## config.mk

```make
export PLATFORM = sky130hd
export DESIGN_NAME = eq_biquad_cascade
export DESIGN_NICKNAME = d
export VERILOG_FILES = /design/src/rtl/eq_pkg.sv /design/src/rtl/eq_mac.sv /design/src/rtl/eq_biquad_cascade.sv
export SDC_FILE = /design/constraint.sdc
export NUM_CORES = 2
export LEC_CHECK = 0
export ABC_AREA = 1
export ABC_CLOCK_PERIOD_IN_PS = 25400
export CORE_MARGIN = 2
export CORE_UTILIZATION = 69
export CTS_BUF_LIST = sky130_fd_sc_hd__clkbuf_8 sky130_fd_sc_hd__clkbuf_16
export CTS_CLUSTER_DIAMETER = 200
export DETAILED_ROUTE_END_ITERATION = 12
export PLACE_DENSITY = 0.93
export RECOVER_POWER = 25
export SETUP_SLACK_MARGIN = 0.05
export SYNTH_ARGS = -nofsm -noshare
export SYNTH_HDL_FRONTEND = slang
export SYNTH_SLANG_ARGS = --single-unit
```

## constraint.sdc

```tcl
create_clock -name clk -period 25.4 [get_ports clk]
set_input_delay 2.54 -clock clk [delete_from_list [all_inputs] [get_ports clk]]
set_output_delay 2.54 -clock clk [all_outputs]
set_load 0.01 [all_outputs]
```

## src/rtl/eq_pkg.sv

```systemverilog
// Shared definitions for the biquad cascade: FSM states, tap ordering and
// the round/saturate helper used at the end of each section.
package eq_pkg;

    typedef enum logic [1:0] {
        IDLE   = 2'd0,
        MAC    = 2'd1,
        UPDATE = 2'd2,
        DONE   = 2'd3
    } eq_state_e;

    // Tap order inside a section; also the coefficient offset within sect*5.
    localparam int TAP_B0 = 0;
    localparam int TAP_B1 = 1;
    localparam int TAP_B2 = 2;
    localparam int TAP_A1 = 3;
    localparam int TAP_A2 = 4;
    localparam int N_TAPS = 5;

    typedef struct packed {
        logic               sat;
        logic signed [63:0] val;
    } rs_t;

    // Round half-up by 2^(frac-1), arithmetic shift by frac, clamp to a
    // data_w-bit signed range. The accumulator is sign-extended to 64 bits
    // by the caller so the rounding add can never wrap.
    function automatic rs_t round_sat(input logic signed [63:0] acc,
                                      input int frac,
                                      input int data_w);
        logic signed [63:0] rnd;
        logic signed [63:0] hi;
        logic signed [63:0] lo;
        rs_t r;
        rnd = (acc + (64'sd1 <<< (frac - 1))) >>> frac;
        hi  = (64'sd1 <<< (data_w - 1)) - 64'sd1;
        lo  = -(64'sd1 <<< (data_w - 1));
        r.sat = 1'b0;
        r.val = rnd;
        if (rnd > hi) begin
            r.sat = 1'b1;
            r.val = hi;
        end else if (rnd < lo) begin
            r.sat = 1'b1;
            r.val = lo;
        end
        return r;
    endfunction

endpackage

```

## src/rtl/eq_mac.sv

```systemverilog
// Single shared multiplier with an accumulate/subtract register.
// clr_i has priority over en_i and zeroes the accumulator.
module eq_mac #(
    parameter int DATA_W = 16,
    parameter int COEF_W = 16,
    parameter int ACC_W  = 40
) (
    input  logic                     clk,
    input  logic                     rst_n,
    input  logic                     clr_i,
    input  logic                     en_i,
    input  logic                     sub_i,
    input  logic signed [DATA_W-1:0] sample_i,
    input  logic signed [COEF_W-1:0] coef_i,
    output logic signed [ACC_W-1:0]  acc_o
);

    localparam int PROD_W = DATA_W + COEF_W;

    logic signed [PROD_W-1:0] prod;
    logic signed [ACC_W-1:0]  prod_ext;
    logic signed [ACC_W-1:0]  acc_q;
    logic signed [ACC_W-1:0]  acc_d;

    // Full-precision product and next accumulator value.
    always_comb begin
        prod     = PROD_W'(sample_i) * PROD_W'(coef_i);
        prod_ext = ACC_W'(prod);
        acc_d    = acc_q;
        if (clr_i) begin
            acc_d = '0;
        end else if (en_i) begin
            acc_d = sub_i ? (acc_q - prod_ext) : (acc_q + prod_ext);
        end
    end

    // Accumulator register.
    always_ff @(posedge clk or negedge rst_n) begin
        if (!rst_n) begin
            acc_q <= '0;
        end else begin
            acc_q <= acc_d;
        end
    end

    assign acc_o = acc_q;

endmodule

```

## src/rtl/eq_biquad_cascade.sv

```systemverilog
// Cascade of N_SECT Direct Form I biquads sharing one multiplier.
// Each section takes five MAC cycles plus one UPDATE cycle.
module eq_biquad_cascade
    import eq_pkg::*;
#(
    parameter int DATA_W = 16,
    parameter int COEF_W = 16,
    parameter int FRAC   = 14,
    parameter int N_SECT = 2,
    parameter int ACC_W  = 40
) (
    input  logic                           clk,
    input  logic                           rst_n,
    input  logic                           in_valid,
    output logic                           in_ready,
    input  logic [DATA_W-1:0]              x_in,
    output logic                           out_valid,
    output logic [DATA_W-1:0]              y_out,
    input  logic                           bypass,
    input  logic                           clr_state,
    input  logic                           coef_we,
    input  logic [$clog2(5*N_SECT)-1:0]    coef_addr,
    input  logic [COEF_W-1:0]              coef_wdata,
    output logic                           sat_flag
);

    localparam int N_COEF = N_TAPS * N_SECT;
    localparam logic signed [COEF_W-1:0] UNITY = COEF_W'(2 ** FRAC);

    eq_state_e state_q, state_d;
    logic [3:0] sect_q, sect_d;
    logic [2:0] tap_q, tap_d;
    logic signed [DATA_W-1:0] xcur_q, xcur_d;
    logic [DATA_W-1:0] yout_q, yout_d;
    logic sat_q, sat_d;

    logic mac_clr, mac_en, mac_sub;
    logic signed [DATA_W-1:0] mac_op;
    logic signed [COEF_W-1:0] coef_sel;
    logic signed [ACC_W-1:0]  mac_acc;

    logic signed [COEF_W-1:0] coef_w [N_COEF];
    logic signed [DATA_W-1:0] x1_w [N_SECT];
    logic signed [DATA_W-1:0] x2_w [N_SECT];
    logic signed [DATA_W-1:0] y1_w [N_SECT];
    logic signed [DATA_W-1:0] y2_w [N_SECT];
    logic signed [DATA_W-1:0] x1_sel, x2_sel, y1_sel, y2_sel;

    rs_t rs;
    logic signed [DATA_W-1:0] y_new;
    logic unused_rs_bits;

    logic idle;
    assign idle = (state_q == IDLE);

    // Section result: round, shift and clamp the finished accumulator.
    always_comb begin
        rs    = round_sat(64'(mac_acc), FRAC, DATA_W);
        y_new = rs.val[DATA_W-1:0];
    end
    assign unused_rs_bits = ^rs.val[63:DATA_W];

    // FSM state register.
    always_ff @(posedge clk or negedge rst_n) begin
        if (!rst_n) begin
            state_q <= IDLE;
        end else begin
            state_q <= state_d;
        end
    end

    // Next-state, handshake outputs and datapath next values.
    always_comb begin
        state_d   = state_q;
        sect_d    = sect_q;
        tap_d     = tap_q;
        xcur_d    = xcur_q;
        yout_d    = yout_q;
        sat_d     = sat_q;
        in_ready  = 1'b0;
        out_valid = 1'b0;
        mac_clr   = 1'b0;
        mac_en    = 1'b0;
        case (state_q)
            IDLE: begin
                in_ready = 1'b1;
                if (in_valid) begin
                    xcur_d  = x_in;
                    sect_d  = '0;
                    tap_d   = '0;
                    mac_clr = 1'b1;
                    if (bypass) begin
                        yout_d  = x_in;
                        state_d = DONE;
                    end else begin
                        state_d = MAC;
                    end
                end
            end
            MAC: begin
                mac_en = 1'b1;
                if (tap_q == 3'(TAP_A2)) begin
                    tap_d   = '0;
                    state_d = UPDATE;
                end else begin
                    tap_d = tap_q + 3'd1;
                end
            end
            UPDATE: begin
                mac_clr = 1'b1;
                xcur_d  = y_new;
                sat_d   = sat_q | rs.sat;
                if (sect_q == 4'(N_SECT - 1)) begin
                    yout_d  = y_new;
                    state_d = DONE;
                end else begin
                    sect_d  = sect_q + 4'd1;
                    state_d = MAC;
                end
            end
            DONE: begin
                out_valid = 1'b1;
                state_d   = IDLE;
            end
            default: state_d = IDLE;
        endcase
    end

    // Datapath registers: section/tap counters, current input, output, flag.
    always_ff @(posedge clk or negedge rst_n) begin
        if (!rst_n) begin
            sect_q <= '0;
            tap_q  <= '0;
            xcur_q <= '0;
            yout_q <= '0;
            sat_q  <= 1'b0;
        end else begin
            sect_q <= sect_d;
            tap_q  <= tap_d;
            xcur_q <= xcur_d;
            yout_q <= yout_d;
            sat_q  <= sat_d;
        end
    end

    // Operand selection for the current section and tap; feedback taps subtract.
    always_comb begin
        coef_sel = '0;
        x1_sel   = '0;
        x2_sel   = '0;
        y1_sel   = '0;
        y2_sel   = '0;
        for (int k = 0; k < N_COEF; k++) begin
            if (k == int'(sect_q) * N_TAPS + int'(tap_q)) begin
                coef_sel = coef_w[k];
            end
        end
        for (int s = 0; s < N_SECT; s++) begin
            if (s == int'(sect_q)) begin
                x1_sel = x1_w[s];
                x2_sel = x2_w[s];
                y1_sel = y1_w[s];
                y2_sel = y2_w[s];
            end
        end
        case (tap_q)
            3'(TAP_B0): mac_op = xcur_q;
            3'(TAP_B1): mac_op = x1_sel;
            3'(TAP_B2): mac_op = x2_sel;
            3'(TAP_A1): mac_op = y1_sel;
            default:    mac_op = y2_sel;
        endcase
        mac_sub = (tap_q >= 3'(TAP_A1));
    end

    eq_mac #(
        .DATA_W (DATA_W),
        .COEF_W (COEF_W),
        .ACC_W  (ACC_W)
    ) u_mac (
        .clk      (clk),
        .rst_n    (rst_n),
        .clr_i    (mac_clr),
        .en_i     (mac_en),
        .sub_i    (mac_sub),
        .sample_i (mac_op),
        .coef_i   (coef_sel),
        .acc_o    (mac_acc)
    );

    // Coefficient bank: unity b0 on reset, writable only while idle.
    // Addresses past the last section never match any entry and are dropped.
    generate
        for (genvar gi = 0; gi < N_COEF; gi++) begin : g_coef
            logic signed [COEF_W-1:0] coef_q;
            // One coefficient register.
            always_ff @(posedge clk or negedge rst_n) begin
                if (!rst_n) begin
                    coef_q <= ((gi % N_TAPS) == TAP_B0) ? UNITY : '0;
                end else if (idle && coef_we && (int'(coef_addr) == gi)) begin
                    coef_q <= coef_wdata;
                end
            end
            assign coef_w[gi] = coef_q;
        end
    endgenerate

    // Per-section history; shifted only when that section finishes.
    generate
        for (genvar gi = 0; gi < N_SECT; gi++) begin : g_sect
            logic signed [DATA_W-1:0] x1_q, x2_q, y1_q, y2_q;
            // History shift or clear for this section.
            always_ff @(posedge clk or negedge rst_n) begin
                if (!rst_n) begin
                    x1_q <= '0;
                    x2_q <= '0;
                    y1_q <= '0;
                    y2_q <= '0;
                end else if (idle && clr_state) begin
                    x1_q <= '0;
                    x2_q <= '0;
                    y1_q <= '0;
                    y2_q <= '0;
                end else if ((state_q == UPDATE) && (int'(sect_q) == gi)) begin
                    x2_q <= x1_q;
                    x1_q <= xcur_q;
                    y2_q <= y1_q;
                    y1_q <= y_new;
                end
            end
            assign x1_w[gi] = x1_q;
            assign x2_w[gi] = x2_q;
            assign y1_w[gi] = y1_q;
            assign y2_w[gi] = y2_q;
        end
    endgenerate

    assign y_out    = yout_q;
    assign sat_flag = sat_q;

endmodule

```

Yosys cells after proc, flatten, opt, wreduce, memory -nomap -nowiden:

Index checks and enable logic that the tools add are counted.

* add/subtract/negate cells: 6
* $mul: 2
* order comparisons: 3
* eq/ne operators: 33
* multiplexer cells: 62
* bitwise logic cells: 1
* reduce and logical (&&, ||, !) cells: 29

Operators by type and width (number)
* 2-to-1 mux 16 bit: 38
* 2-to-1 mux 65 bit: 2
* == test 4 x 32 -> 1 bit (first input constant): 4
* 2-to-1 mux 40 bit: 3
* == test 3 x 32 -> 1 bit (first input constant): 2
* case mux 16 bit (2 select lines): 2
* case mux 16 bit (4 select lines): 1
* adder 40 x 15 -> 41 bit (second input constant): 1
* adder 40 x 32 -> 40 bit: 1
* subtractor 40 x 32 -> 40 bit: 1
* == test 2 x 32 -> 1 bit (first input constant): 1
* == test 5 x 32 -> 1 bit (first input constant): 1
* logical NOT 32 bit: 1
* multiplier 16 x 16 -> 32 bit: 1
* greater-than comparator 27 x 16 -> 1 bit (second input constant): 1
* < comparator 27 x 16 -> 1 bit (second input constant): 1
* == test 4 bit (second input constant): 6
* logical AND 1 bit: 14
* inequality test 2 bit (second input constant): 5
* nonzero test 2 bit: 5
* adder 7 x 3 -> 8 bit: 1
* == test 4 x 2 -> 1 bit (second input constant): 2
* == test 4 x 3 -> 1 bit (second input constant): 2
* == test 4 x 8 -> 1 bit (first input constant): 1
* other kinds (26): 39

* bits in registers: 370
* bits of input ports: 42
* output and inout bits: 19

Longest topological paths before layout:

* depth in word-level cells: 18
* mapped depth: 65
* depth with buffers taken out: 64

By module:

Synthesis repeated with hierarchy kept, for this count alone.

* cells, all modules: 4462
* area total of the unflattened synthesis: 32636.3 µm²

By module, submodules not included
* eq_biquad_cascade: times used 1, cells each 2126, area an instance 16455.8 µm²
* eq_mac: times used 1, cells each 2336, area an instance 16180.5 µm²

Least setup slack after synthesis:

No wires, ideal clock.

* kind: reg-to-reg
* start point: register sect_q[0]
* end point: register u_mac.acc_q[39], in the netlist u_mac.acc_o[39]
* library setup time: 118 ps
* data arrival time: 9896 ps
* data required time: 25282 ps
* setup slack: 15386 ps
* stages on the path, launching flop included: 60
* path buffers: 2
* period minus slack after synthesis: 10014 ps
* path through: dfrtp_1 ha_1 ha_1 fa_1 nor2_1 nand2_1 nand2_1 nand2_1 nor2_1 inv_1 nor2_1 buf_2 nand2_1 nand4_1 o21ai_0 nand2_1 buf_2 nand2_1 [... 24 more ...] nor2_2 nand2_1 nand2_1 xor2_1 inv_1 ha_1 a21o_1 nand3_1 nand2_1 inv_1 o21bai_1 a221oi_1 nand3_1 xor2_1 inv_1 nand3_1 nand3_1 nand2_1

* word-level cells in the longest chain between the ends: 18
* elaborated cells on any way between the ends: 39
* classes of those cells: add/sub: 3; mul: 2; eq/ne: 10; mux: 22; reduce/logical: 2

RTL lines
* start: declaration: line eq_biquad_cascade.sv:31 `logic [3:0] sect_q, sect_d;`
* start signal: assignment: line eq_biquad_cascade.sv:138 `sect_q <= sect_d;`
* multiplier 4 x 3 -> 7 bit: line eq_biquad_cascade.sv:154 `if (k == int'(sect_q) * N_TAPS + int'(tap_q)) begin`
* adder 7 x 3 -> 8 bit: line eq_biquad_cascade.sv:154
* logical NOT 32 bit: line eq_biquad_cascade.sv:154
* 2-to-1 mux 16 bit (10 in a row): line eq_biquad_cascade.sv:154
* multiplier 16 x 16 -> 32 bit (*): line eq_mac.sv:27 `prod = PROD_W'(sample_i) * PROD_W'(coef_i);`
* adder 40 x 32 -> 40 bit or subtractor 40 x 32 -> 40 bit (tied branches): line eq_mac.sv:33 `acc_d = sub_i ? (acc_q - prod_ext) : (acc_q + prod_ext);`
* 2-to-1 mux 40 bit (*): line eq_mac.sv:33
* 2-to-1 mux 40 bit (*): line eq_mac.sv:32 `end else if (en_i) begin`
* 2-to-1 mux 40 bit (*): line eq_mac.sv:30 `if (clr_i) begin`
* end signal: assignment: line eq_mac.sv:40 `acc_q <= '0;`
* end signal: assignment: line eq_mac.sv:42 `acc_q <= acc_d;`
* end: declaration: line eq_mac.sv:22 `logic signed [ACC_W-1:0] acc_q;`

Every way passes the cells marked *; elsewhere a longest branch is shown, timed or not. The select of a mux whose other input is x is not followed.
A chain may end at the register's enable or synchronous reset.

Worst setup path in the final report:

* start point: register sect_q[1]
* end point: register u_mac.acc_q[39], in the netlist u_mac.acc_o[39]

The elaborated chain is that of the path after synthesis.

==> results.sh <==
export IMPL_syn_avg_cell_area_um2=7.56
export IMPL_grt_setup_unrepaired="false"
export IMPL_tightest_slew_ns=5.33
export IMPL_drive_gt1_share_pct=4.09
export IMPL_synth_ff_type="dfrtp_1"
export IMPL_hold_violations=0
export IMPL_antenna_cells=0
export IMPL_ant_nets=0
export IMPL_dr_max_layer_used="met5"
export IMPL_io_pins=61
export IMPL_grt_pass1_vias=29500
export IMPL_min_path_type="flip-flop to flip-flop"
export IMPL_slowest_stage="clkinv_1"
export IMPL_start_util_pct=70.0
export IMPL_drv_slew=255
export IMPL_synth_async_reset_ratio_pct=100
export IMPL_htree_levels=2
export IMPL_cts_tree="done"
export IMPL_synth_most_common_cell="nand2_1"
export IMPL_die_area_um2=47900
export IMPL_max_freq_mhz=65.4
export IMPL_row_count=78
export IMPL_post_cts_resize_count=0
export IMPL_min_period_ns=15.30
export IMPL_synth_commonest_cells="nand2_1, inv_1, dfrtp_1"
export IMPL_viasPerCell=6.26
export IMPL_post_cts_setup_buffers=0
export IMPL_seq_area_frac_synth_pct=29.1
export IMPL_crit_path_max_incr_delay_ns=1.56
export IMPL_cap_violations=4
export IMPL_clockRootBuffer="clkbuf_16"
export IMPL_cp_arrival_ns=15.78
export IMPL_fin_crit_sh_pct=60.2
export IMPL_path_class="flip-flop to flip-flop"
export IMPL_final_setup_viol_count=0
export IMPL_wl_met1_mm=36.1
export IMPL_synth_seq_cells=370
export IMPL_ctsHoldBuffers=0
export IMPL_fp_dieW_um=219
export IMPL_grt_pass1_wl_mm=157
export IMPL_critical_path_max_fanout=42
export IMPL_cp_common_cell="nand2_1"
export IMPL_final_nets=4649
export IMPL_routedWlPerCell_um=20.5
export IMPL_failed_checks="capacitance limit, slew limit"
export IMPL_slew_headroom_pct=-255
export IMPL_drt_total_wl_mm=98.9
export IMPL_synth_area_um2=31800
export IMPL_place_gp_congestion=1.04
export IMPL_ys_top_cells_by_area="dfrtp_1, fa_1, nand2_1"
export IMPL_clk_pin_slew_ns=0.06
export IMPL_synth_top_area_share_pct=28.9
export IMPL_antenna_found_initial=1
export IMPL_synth_warnings=0
export IMPL_core_area_um2=45500
export IMPL_first_pass_iters=9
export IMPL_area_growth_pct=7.19
export IMPL_start_kind="flip-flop"
export IMPL_worstPathRequired_ns=25.88
export IMPL_status="finished with violations"
export IMPL_cts_buffers=38
export IMPL_grt_max_degree=106
export IMPL_io_buffer_count=60
export IMPL_clk_latency_ns=0.55
export IMPL_dr_total_vias=30200
export IMPL_wl_met2_mm=44.7
export IMPL_hpwlAfterDp_mm=72.4
export IMPL_yosysTopAreaCell="dfrtp_1"
export IMPL_drt_initial_drc_count=4591
export IMPL_synth_edf_count=0
export IMPL_final_setup_tns_ns=0
export IMPL_final_setup_skew_ns=0.0338
export IMPL_end_kind="flip-flop"
export IMPL_synthesis_nets=4658
export IMPL_grt_ovfl_total=0
export IMPL_syn_inst=4209
export IMPL_wl_met3_mm=12.0
export IMPL_grtUsageTotal_pct=42.1
export IMPL_remaining_drc_errors=0
export IMPL_cts_sinks=370
export IMPL_clockBufferDepth=3
export IMPL_die_h_um=219
export IMPL_ys_types=62
area by class of cell:
type / instances / area [µm²]
Fill cell: 3280 / 11400
Multi-Input combinational cell: 2945 / 19200
Clock buffer: 44 / 1040
Clock inverter: 25 / 240
Tap cell: 600 / 751
Timing Repair Buffer: 98 / 861
Inverter: 747 / 2800
Sequential cell: 370 / 9260
metal layers:
metal  global-route usage (%)  vias up
met3                     10.8      507
met2                     66.0     2159
met1                     54.5    14300
met5                        0        -
li1                         -    13300
met4                     21.2        2
per-stage QoR:
stage	cell area [µm²]	hold WS, ns	setup slack [ns]	util, %	instances
after global placement	32900	0.447	12.90	72.3	4760
after global routing	34100	0.480	9.68	75.0	4829
after detailed placement	32900	0.459	13.00	72.3	4760
after CTS	34200	0.475	12.91	75.1	4829
after floorplan	31800	0.442	15.39	-	4209
final	34100	0.476	10.10	75.0	4829
final timing paths:
| check | endpoint | depth (start not counted) | slack [ns] | from |
|---|---|---|---|---|
| worst max-delay path | u_mac.acc_o[39]$_DFFE_PN0P_ | 47 | 10.10 | sect_q[1]$_DFFE_PN0P_ |
| worst min-delay path | sat_flag$_DFFE_PN0P_ | 1 | 0.48 | sat_flag$_DFFE_PN0P_ |
| worst max register to register | u_mac.acc_o[39]$_DFFE_PN0P_ | 47 | 10.10 | sect_q[1]$_DFFE_PN0P_ |
| worst min register to register | sat_flag$_DFFE_PN0P_ | 1 | 0.48 | sat_flag$_DFFE_PN0P_ |
| max in group asynchronous | g_sect[0].y2_q[1]$_DFFE_PN0P_ | 3 | 16.06 | rst_n |
| min in group asynchronous | g_coef[0].coef_q[1]$_DFFE_PN0P_ | 1 | 3.93 | rst_n |
placed cells by master, fill, tap and decap left out, drive strengths merged, types with 8 or more instances in the layout:
cell / netlist / routed
nand2: 1052 / 1052
inv: 734 / 744
dfrtp: 368 / 368
o21ai: 366 / 366
nor2: 310 / 310
fa: 265 / 265
a21oi: 218 / 218
nand3: 200 / 200
ha: 142 / 142
xor2: 66 / 66
nor3: 65 / 65
nand4: 60 / 60
clkdlybuf4s50: 0 / 57
clkbuf: 110 / 50
o22ai: 42 / 42
buf: 37 / 33
clkinv: 13 / 21
a221oi: 19 / 19
or2: 19 / 19
o31ai: 18 / 18
xnor2: 16 / 16
o21a: 14 / 14
a31oi: 11 / 11
a21o: 9 / 9
nor4: 9 / 9
a22oi: 8 / 8
flip-flops by register name, summed over array words and instances, names as in the netlist:
register	flops
g_sect.x1_q	32
tap_q	3
y_out	16
xcur_q	16
g_sect.y2_q	32
sect_q	4
state_q	2
u_mac.acc_o	40
sat_flag	1
g_coef.coef_q	160
g_sect.x2_q	32
g_sect.y1_q	32
worst max-delay path, delay by kind of cell, from the launching register on:
kind	cells	cell delay (ns)
flops	1	0.42
compound gates	4	1.69
fa+ha+maj	9	4.15
simple gates	23	3.79
xor+xnor	1	0.21
buf+inv	10	4.90
logic make-up (layout without fill, tap and decap cells):
logic type | Yosys count | after routing | share of synthesized area (%)
and+or+nand+nor | 1724 | 1724 | 22.8
buffers and inverters | 894 | 914 | 10.8
AOI/OAI and AO/OA | 732 | 732 | 12.7
adders and majority gates | 407 | 407 | 22.2
DFF | 370 | 370 | 29.1
xor gates and xnor gates | 82 | 82 | 2.30
Power is left out: the tool's default activity adds up to more than one toggle a clock period on the data nets, which glitch-free logic cannot reach.
